<file path="src/rtl/mem_port_arbiter.sv">
// Two-requester arbiter for a single-ported memory with fixed read latency; one command in flight.
// Define MEMARB_RR_EN for round-robin arbitration; otherwise requester 0 has fixed priority.
module mem_port_arbiter #(
    parameter int W      = 32,
    parameter int ADDR_W = 32,
    parameter int RD_LAT = 2
) (
    input  logic              clk,
    input  logic              rst,
    input  logic              m0_valid,
    input  logic              m0_we,
    input  logic [ADDR_W-1:0] m0_addr,
    input  logic [W-1:0]      m0_wdata,
    output logic              m0_ready,
    output logic              m0_rvalid,
    output logic [W-1:0]      m0_rdata,
    input  logic              m1_valid,
    input  logic              m1_we,
    input  logic [ADDR_W-1:0] m1_addr,
    input  logic [W-1:0]      m1_wdata,
    output logic              m1_ready,
    output logic              m1_rvalid,
    output logic [W-1:0]      m1_rdata,
    output logic              read,
    output logic              write,
    output logic [ADDR_W-1:0] readaddress,
    output logic [ADDR_W-1:0] writeaddress,
    output logic [W-1:0]      writedata,
    input  logic [W-1:0]      readdata,
    output logic              busy
);

    typedef enum logic {
        IDLE    = 1'b0,
        RD_WAIT = 1'b1
    } state_t;

    localparam logic [3:0] RD_LAT_C = 4'(RD_LAT);

    state_t            state_q, state_d;
    logic [3:0]        cnt_q, cnt_d;
    logic              owner_q, owner_d;
    logic              elig0, elig1, sel, sel_we;
    logic [ADDR_W-1:0] sel_addr;
    logic [W-1:0]      sel_wdata;

    logic              read_d, write_d, ready0_d, ready1_d, rvalid0_d, rvalid1_d;
    logic [W-1:0]      rdata0_d, rdata1_d, wdata_d;
    logic [ADDR_W-1:0] raddr_d, waddr_d;

`ifdef MEMARB_RR_EN
    logic              last_q, last_d;
`endif

    // A requester still shows valid during its ready cycle; it must not be re-accepted then.
    assign elig0 = m0_valid & ~m0_ready;
    assign elig1 = m1_valid & ~m1_ready;

`ifdef MEMARB_RR_EN
    assign sel = (elig0 && elig1) ? ~last_q : elig1;
`else
    assign sel = ~elig0;
`endif

    assign sel_we    = sel ? m1_we    : m0_we;
    assign sel_addr  = sel ? m1_addr  : m0_addr;
    assign sel_wdata = sel ? m1_wdata : m0_wdata;
    assign busy      = (state_q != IDLE);

    always_comb begin
        // NOTE: every output of this block gets a default first so no latch is inferred.
        state_d   = state_q;
        cnt_d     = cnt_q;
        owner_d   = owner_q;
        read_d    = 1'b0;
        write_d   = 1'b0;
        ready0_d  = 1'b0;
        ready1_d  = 1'b0;
        rvalid0_d = 1'b0;
        rvalid1_d = 1'b0;
        rdata0_d  = m0_rdata;
        rdata1_d  = m1_rdata;
        raddr_d   = readaddress;
        waddr_d   = writeaddress;
        wdata_d   = writedata;
`ifdef MEMARB_RR_EN
        last_d    = last_q;
`endif
        case (state_q)
            IDLE: begin
                if (elig0 || elig1) begin
                    ready0_d = ~sel;
                    ready1_d = sel;
`ifdef MEMARB_RR_EN
                    last_d   = sel;
`endif
                    if (sel_we) begin
                        write_d = 1'b1;
                        waddr_d = sel_addr;
                        wdata_d = sel_wdata;
                    end else begin
                        read_d  = 1'b1;
                        raddr_d = sel_addr;
                        state_d = RD_WAIT;
                        cnt_d   = RD_LAT_C;
                        owner_d = sel;
                    end
                end
            end
            RD_WAIT: begin
                if (cnt_q == 4'd0) begin
                    state_d = IDLE;
                    if (owner_q) begin
                        rvalid1_d = 1'b1;
                        rdata1_d  = readdata;
                    end else begin
                        rvalid0_d = 1'b1;
                        rdata0_d  = readdata;
                    end
                end else begin
                    cnt_d = cnt_q - 4'd1;
                end
            end
            default: state_d = IDLE;
        endcase
    end

    // NOTE: sequential state uses non-blocking assignments so all registers update together.
    always_ff @(posedge clk or negedge rst) begin
        if (!rst) begin
            state_q <= IDLE;
            cnt_q   <= 4'd0;
            owner_q <= 1'b0;
`ifdef MEMARB_RR_EN
            last_q  <= 1'b1;
`endif
        end else begin
            state_q <= state_d;
            cnt_q   <= cnt_d;
            owner_q <= owner_d;
`ifdef MEMARB_RR_EN
            last_q  <= last_d;
`endif
        end
    end

    always_ff @(posedge clk or negedge rst) begin
        if (!rst) begin
            read         <= 1'b0;
            write        <= 1'b0;
            m0_ready     <= 1'b0;
            m1_ready     <= 1'b0;
            m0_rvalid    <= 1'b0;
            m1_rvalid    <= 1'b0;
            m0_rdata     <= '0;
            m1_rdata     <= '0;
            readaddress  <= '0;
            writeaddress <= '0;
            writedata    <= '0;
        end else begin
            read         <= read_d;
            write        <= write_d;
            m0_ready     <= ready0_d;
            m1_ready     <= ready1_d;
            m0_rvalid    <= rvalid0_d;
            m1_rvalid    <= rvalid1_d;
            m0_rdata     <= rdata0_d;
            m1_rdata     <= rdata1_d;
            readaddress  <= raddr_d;
            writeaddress <= waddr_d;
            writedata    <= wdata_d;
        end
    end

endmodule

</file>
<file path="config.mk">
export PLATFORM = sky130hd
export DESIGN_NAME = mem_port_arbiter
export DESIGN_NICKNAME = d
export VERILOG_FILES = /design/src/rtl/mem_port_arbiter.sv
export SDC_FILE = /design/constraint.sdc
export NUM_CORES = 1
export LEC_CHECK = 0
export ABC_AREA = 1
export ABC_CLOCK_PERIOD_IN_PS = 1500
export BUFFER_PORTS_ARGS = -buffer_cell sky130_fd_sc_hd__buf_2
export CORE_MARGIN = 2
export CORE_UTILIZATION = 30
export DETAILED_ROUTE_END_ITERATION = 8
export PLACE_DENSITY = 0.67
export SYNTH_ARGS = -nofsm -noshare
export SYNTH_HDL_FRONTEND = slang
export SYNTH_SLANG_ARGS = --single-unit
</file>
<file path="constraint.sdc">
create_clock -name clk -period 1.5 [get_ports clk]
set_input_delay 0.15 -clock clk [delete_from_list [all_inputs] [get_ports clk]]
set_output_delay 0.15 -clock clk [all_outputs]
set_load 0.02 [all_outputs]
</file>
Yosys cells after proc, flatten, opt, wreduce, memory -nomap -nowiden

Index checks and enable logic that the tools add are counted.

Register bits: 172
Input bits: 166
Word-level logic and storage cells: 58

$add $sub $neg: 1
Equality and inequality tests: 3
Multiplexer cells: 25
Bitwise operators: 8
Reductions and logical operators: 7

Operators with widths:

| operator            | count |
|---|---|
| $mux 32             | 2 |
| $mux 1              | 18 |
| $reduce_and 3->1    | 5 |
| $mux 4              | 3 |
| $pmux 4 s2          | 1 |
| $ne 2x2->1 const B  | 3 |
| $not 1->1           | 6 |
| $logic_not 4->1     | 1 |
| $sub 4x1->4 const B | 1 |
| $and 1x1->1         | 2 |
| $pmux 1 s2          | 1 |
| $logic_or 1x1->1    | 1 |

Longest topological paths before layout

Gate-level depths: netlist of run 1.

Word-level depth: 6
Gate-level depth with buffers: 10
Gate-level depth less buffers: 8

Worst setup path after synthesis of run 1

Ideal clock, no wire load.

Path kind: register -> register
From: register cnt_q[0]
To: register m0_rdata[10]
Library setup time: 0.065 ns
Arrival: 1.296 ns
Required time: 1.435 ns
Slack: 0.139 ns
Cell stages (with the launch flop): 10
Clock period less this slack: 1.361 ns
Cell sequence: dfrtp_1 -> inv_1 -> ha_1 -> nand2_2 -> nor2_1 -> nand2_2 -> inv_2 -> buf_4 -> nand2_1 -> nand2_1

Word-level cells in the longest chain between the ends: 2

Ends and longest elaborated chain:

| what                              | RTL line | text |
|---|---|---|
| start, declared                   | 41       | `logic [3:0] cnt_q, cnt_d;` |
| start signal, assigned            | 139      | `cnt_q <= cnt_d;` |
| $logic_not 4->1                   | 111      | `if (cnt_q == 4'd0) begin` |
| $reduce_and 3->1 (no source line) | --       |  |
| end signal, assigned              | 167      | `m0_rdata <= rdata0_d;` |
| end, declared                     | 16       | `output logic [W-1:0] m0_rdata,` |

Every way passes these cells.
A chain may end at the register's enable or synchronous reset.

Final worst setup path of run 1

From: register cnt_q[1]
To: register m1_rdata[7]

Word-level cells in the longest chain between the ends: 2

Ends and longest elaborated chain:

| what                              | RTL line | text |
|---|---|---|
| $logic_not 4->1                   | 111      |  |
| $reduce_and 3->1 (no source line) | --       |  |
| end signal, assigned              | 168      | `m1_rdata <= rdata1_d;` |
| end, declared                     | 23       | `output logic [W-1:0] m1_rdata,` |

Every way passes these cells.

==> flow_summary.json, run 1 <==
{
  "period_minus_slack_ns": 1.559,
  "seq_area_frac_synth_pct": 56.97,
  "r2r_slack_ns": -0.06,
  "wl_um": 25040,
  "grt_pass1_wl_um": 37510,
  "cp-end-kind": "flop",
  "die_h_um": 162.7,
  "path_class": "reg2reg",
  "gp_congestion": 0.8455,
  "antenna_left": 0,
  "max_freq_mhz": 641.2,
  "ys_warn_count": 0,
  "fin_util_pct": 44.23,
  "drive_gt1_share_pct": 33.88,
  "r2r-start": "cnt_q[1]",
  "final_cell_mix": "569 x nand2_1, 332 x buf_2, 172 x dfrtp_1",
  "start_util_pct": 30.26,
  "holdCritStartpoint": "m0_addr[21]",
  "synth_area_um2": 7555,
  "stdcell_area_um2": 11040,
  "cts_made_buffers": 17,
  "ys_ff_latch": 172,
  "fin_setup_tns_ns": -0.4477,
  "ys_types": 17,
  "path_max_fanout": 6,
  "hold_violations": 0,
  "cts_tree": "yes",
  "grt_max_degree": 73,
  "placed_cells": 1597,
  "drv_slew": 0,
  "drc": 0,
  "grt_pass1_vias": 7402,
  "worst_slack_ns": -0.05946,
  "clockBufferDepth": 2,
  "crit_required_ns": 1.85,
  "antenna_found_initial": 3,
  "drt_iter0_markers": 714,
  "hold_path.class": "in2reg",
  "overflow": 0,
  "clk_pin_slew_ns": 0.08,
  "violations": "negative setup slack",
  "cellPowerDensity_nw_per_um2": 2147,
  "hold_depth": 5,
  "dpl-instance-area_um2": 9736,
  "cts_root_buf": "clkbuf_16",
  "crit_arrival_ns": 1.91,
  "syn_area_per_cell_um2": 7.902,
  "final-setup-viol-count": 17,
  "clk-insertion-delay-late_ns": 0.43,
  "drv_cap": 0,
  "slew_headroom_pct": 73.84,
  "post_drt_wl_per_cell_um": 14.89,
  "rows": 58,
  "leakage_uw": 0.006396,
  "first_pass_iters": 6,
  "rr_worst_depth": 8,
  "syn2layout_area_growth_pct": 46.14,
  "die_area_um2": 26470,
  "core_um2": 24960,
  "status": "finished with violations",
  "synthesis.instances": 956,
  "final_common_cell": "nand2_1",
  "worstSetupStartpointType": "flop",
  "clkSinkCount": 172,
  "tightest_slew_ns": 0.3924,
  "hpwl_um": 17390,
  "rsz0062_at_grt": "true",
  "ir_worst_vdd_uv": 937.5,
  "nets": 1504,
  "r2r-end": "m1_rdata[7]",
  "synth_nets": 1124,
  "period_share_pct": 104.0,
  "stdcell_count": 1682,
  "grt_usage_pct": 17.82,
  "pin_count": 333,
  "post-place-ws_ns": 0.01733,
  "nFillCells": 2501,
  "port_buffers": 332,
  "fin_skew_ns": 0.01894,
  "holdPathEnd": "readaddress[21]",
  "vias_per_cell": 4.542,
  "h-tree-depth": 4,
  "via_count": 7639,
  "dieWidth_um": 162.7
}
worst max-delay path, cell delays in order (launching register included):
cell	delay, ns
dfrtp_1	0.40
inv_2	0.10
ha_4	0.17
nand2_8	0.06
buf_12	0.14
nor2_4	0.28
clkbuf_16	0.22
nand2_1	0.06
nand2_1	0.07
logic make-up after synthesis:
family                   Yosys count  share of synthesized area (%)
AO/OA/AOI/OAI                     34                          2.252
XOR/XNOR                           1                         0.1160
adder cells (fa/ha/maj)            2                         0.3312
buffers and inverters             70                          5.118
flip-flops                       172                          56.97
AND/OR/NAND/NOR                  677                          35.21
cells in the mapped netlist:
cell type  number  share of area [%]
nand2_1       593                 29
nand3_1        71                4.7
ha_1            2               0.33
xnor2_1         1               0.12
buf_6           6               0.89
nor2_4          1               0.15
a21oi_1         1              0.066
buf_2          33                2.2
nand3_2         2               0.26
o21ai_0        33                2.2
inv_2           6               0.30
buf_4          10               0.99
dfrtp_1       172                 57
nand2_2         4               0.33
clkbuf_1        8               0.40
nor2_1          6               0.30
inv_1           7               0.35
timing repair:
action                                  CTS  global route
endpoints found under the setup margin    1           153
hold buffers                             35             0
buffers inserted                          0             9
gates resized for setup                   1            47
pin swaps                                 0             4
gates cloned                              0             6
hold endpoints to repair                238             0
routing by layer:
| metal | global-route usage, % | vias up | part of all wire [%] |
|---|---|---|---|
| li1 | - | 3703 | - |
| met1 | 21.82 | 3561 | 41 |
| met2 | 30.43 | 328 | 49 |
| met3 | 4.584 | 47 | 7.0 |
| met4 | 6.275 | 0 | 2.8 |
| met5 | 0 | - | 0 |
worst max-delay path by stage:
stage / start / endpoint / slack [ns] / depth (start not counted)
floorplan: cnt_q[0] / m0_rdata[10] / 0.14 / 9
global placement: busy / readaddress[16] / 0.07 / 8
detailed placement: busy / readaddress[18] / 0.02 / 8
CTS: m0_ready / writeaddress[8] / 0.02 / 9
global route: cnt_q[1] / m1_rdata[7] / -0.11 / 8
finish: cnt_q[1] / m1_rdata[7] / -0.06 / 8
state kept, by name, indices dropped and copies added, names as in the netlist:
signal,flops
readaddress,32
busy,1
writeaddress,32
m1_rvalid,1
cnt_q,4
m0_ready,1
owner_q,1
read,1
writedata,32
m0_rvalid,1
m0_rdata,32
m1_ready,1
write,1
m1_rdata,32
power by group:
part / internal [uW] / switching (uW)
Clock: 2260 / 2100
Sequential: 6810 / 1180
Combinational: 3930 / 7420
Total: 13000 / 10700
final cells by class:
type,instances,area [um2],area share [%]
multi-input combinational,714,3015,27.31
tap,330,412.9,3.740
sequential,172,4304,38.98
clock inverter,14,141.4,1.281
inverter,13,56.30,0.5100
clock buffer,18,439.2,3.978
antenna,3,7.507,0.06800
timing repair buffer,418,2664,24.13
per-stage QoR:
step	hold slack, ns	power (uW)
floorplan	-0.1456	14410
global placement	0.0001125	18420
detailed placement	-0.001386	18630
CTS	0.009168	23160
global route	0.03303	25370
finish	0.03278	23700
No activity file was read; power rests on OpenSTA's default activity.
==> run 2, diff against run 1 <==
- ABC_AREA: 1 -> default
- CAP_MARGIN: default -> 15
==> flow_summary.json, run 2 <==
{
  "clk-insertion-delay-late_ns": 0.42,
  "die_h_um": 159.7,
  "synth_top_area_share_pct": 59.19,
  "dieWidth_um": 159.7,
  "antenna_left": 0,
  "gp_congestion": 0.7477,
  "hold_path.class": "in2reg",
  "placed_cells": 1117,
  "stdcell_area_um2": 11460,
  "period_share_pct": 117.5,
  "wl_um": 21130,
  "n_antenna_cell": 0,
  "max_freq_mhz": 567.4,
  "cts_made_buffers": 17,
  "pin_count": 333,
  "hpwl_um": 13200,
  "fin_setup_tns_ns": -30.67,
  "r2r-start": "m0_ready",
  "clkSinkCount": 172,
  "path_class": "reg2reg",
  "clk_pin_slew_ns": 0.07,
  "drive_gt1_share_pct": 74.80,
  "rsz0062_at_grt": "true",
  "cellPowerDensity_nw_per_um2": 2093,
  "synth_area_um2": 7272,
  "rows": 56,
  "holdCritStartpoint": "m0_wdata[1]",
  "dpl-instance-area_um2": 9564,
  "h-tree-depth": 4,
  "path_max_fanout": 6,
  "syn_area_per_cell_um2": 15.84,
  "cts_root_buf": "clkbuf_16",
  "vias_per_cell": 4.472,
  "netlist_top_cells_count": "223 x mux2_2, 172 x dfrtp_1, 11 x buf_6",
  "period_minus_slack_ns": 1.763,
  "ys_async_sr_fraction_pct": 100.0,
  "ys.flop_type": "dfrtp_1",
  "grt_usage_pct": 15.98,
  "fin_skew_ns": 0.006504,
  "ir_worst_vdd_uv": 1024,
  "synth-edff-count": 0,
  "synth.most_common_cell": "mux2_2",
  "port_buffers": 332,
  "leakage_uw": 0.005675,
  "die_area_um2": 25500,
  "drt_iter0_markers": 130,
  "cp-end-kind": "flop",
  "post_drt_wl_per_cell_um": 17.43,
  "hold_violations": 0,
  "ys_warn_count": 0,
  "seq_area_frac_synth_pct": 59.19,
  "final-setup-viol-count": 162,
  "drv_cap": 0,
  "synth_nets": 627,
  "clockBufferDepth": 2,
  "multi_input_comb_area_um2": 3208,
  "final_common_cell": "buf_2",
  "nets": 1048,
  "yosysTopAreaCell": "dfrtp_1",
  "drc": 0,
  "synthTopCellsByArea": "dfrtp_1 59%, mux2_2 35%, buf_6 1.7%",
  "grt_pass1_vias": 5912,
  "r2r-end": "readaddress[14]",
  "cts_tree": "yes",
  "first_pass_iters": 4,
  "r2r_slack_ns": -0.26,
  "grt_pass1_wl_um": 32060,
  "crit_arrival_ns": 2.07,
  "start_util_pct": 30.80,
  "overflow": 0,
  "ys_ff_latch": 172,
  "violations": "negative setup slack",
  "hold_depth": 3,
  "holdPathEnd": "writedata[1]",
  "nFillCells": 2072,
  "crit_required_ns": 1.81,
  "grt_max_degree": 44,
  "core_um2": 23610,
  "via_count": 5420,
  "slew_headroom_pct": 69.78,
  "ys_types": 27,
  "synthesis.instances": 459,
  "worstSetupStartpointType": "flop",
  "final_cell_mix": "331 x buf_2, 171 x dfrtp_1, 134 x mux2_2",
  "worst_slack_ns": -0.2625,
  "stdcell_count": 1212,
  "power.total_uw": 23980,
  "status": "finished with violations",
  "drv_slew": 0,
  "antenna_found_initial": 0,
  "seq_area_um2": 4305,
  "syn2layout_area_growth_pct": 57.54,
  "tightest_slew_ns": 0.4533,
  "rr_worst_depth": 7
}
-- run 2: cell count changes in the layout (fill, tap and decap cells not counted), moves of 11 or more --
cell,before,now
mux2_2,0,134
mux2_4,0,91
nand2_1,569,1
nand2_2,16,1
nand2_4,11,0
nand3_1,71,0
o21ai_0,33,2
-- run 2: worst max-delay path by stage --
stage / from / to / slack, ns / cells after the start
floorplan: m0_ready / writeaddress[12] / -0.25 / 7
global placement: cnt_q[0] / m0_rdata[15] / -0.23 / 7
detailed placement: cnt_q[0] / m0_rdata[27] / -0.28 / 7
CTS: cnt_q[0] / m0_rdata[28] / -0.25 / 8
global route: m0_ready / writeaddress[5] / -0.32 / 6
finish: m0_ready / readaddress[14] / -0.26 / 7
-- run 2: per-layer routing --
metal	part of all wire [%]	vias up	track usage, %
met5	0	-	0
met4	1.3	0	4.050
met3	5.9	14	4.675
met2	51	202	28.47
met1	41	2712	18.88
li1	-	2492	-
-- run 2: power breakdown --
group | switching [uW] | total, uW | internal (uW)
Combinational | 5870 | 11500 | 5680
Clock | 2060 | 4420 | 2360
Sequential | 1150 | 8010 | 6860
Total | 9080 | 24000 | 14900
-- run 2: cell type report --
class / count / share of cell area [%]
clock buffer: 18 / 3.746
clock inverter: 14 / 1.311
inverter: 6 / 0.1966
multi-input combinational: 256 / 28.00
sequential: 172 / 37.58
tap: 319 / 3.484
timing repair buffer: 427 / 25.68
-- run 2: per-stage QoR --
| step | utilization [%] | hold slack, ns | setup WS, ns |
|---|---|---|---|
| 2_1_floorplan | - | -0.1456 | -0.2481 |
| 3_3_place_gp | 40.50 | 0.1191 | -0.2281 |
| 3_5_place_dp | 40.50 | 0.1214 | -0.2781 |
| 4_1_cts | 47.59 | 0.06188 | -0.2488 |
| 5_1_grt | 48.52 | 0.07147 | -0.3225 |
| 6_report | 48.52 | 0.08975 | -0.2625 |
-- run 2: repair_timing --
action | 4_1_cts | 5_1_grt
hold buffers | 34 | 0
endpoints found under the setup margin | 162 | 164
gates cloned | 12 | 5
hold endpoints to repair | 101 | 0
resized for setup | 79 | 67
pin swaps | 1 | 5
buffers inserted | 16 | 8
-- run 2: logic make-up (layout without fill, tap and decap cells) --
group,Yosys count,count (layout),synth area share [%]
AO/OA/AOI/OAI,7,7,0.6883
adder cells (fa/ha/maj),2,2,0.3441
buffers and inverters,31,465,2.908
flip-flops,172,172,59.19
multiplexers,228,228,35.43
AND/OR/NAND/NOR,19,19,1.445
-- run 2: critical path: stages, from the launching register on --
cell,delay (ns)
dfrtp_2,0.35
nand2b_4,0.18
mux2i_4,0.29
buf_6,0.15
nand2_8,0.09
buf_12,0.15
buf_16,0.14
mux2_4,0.30
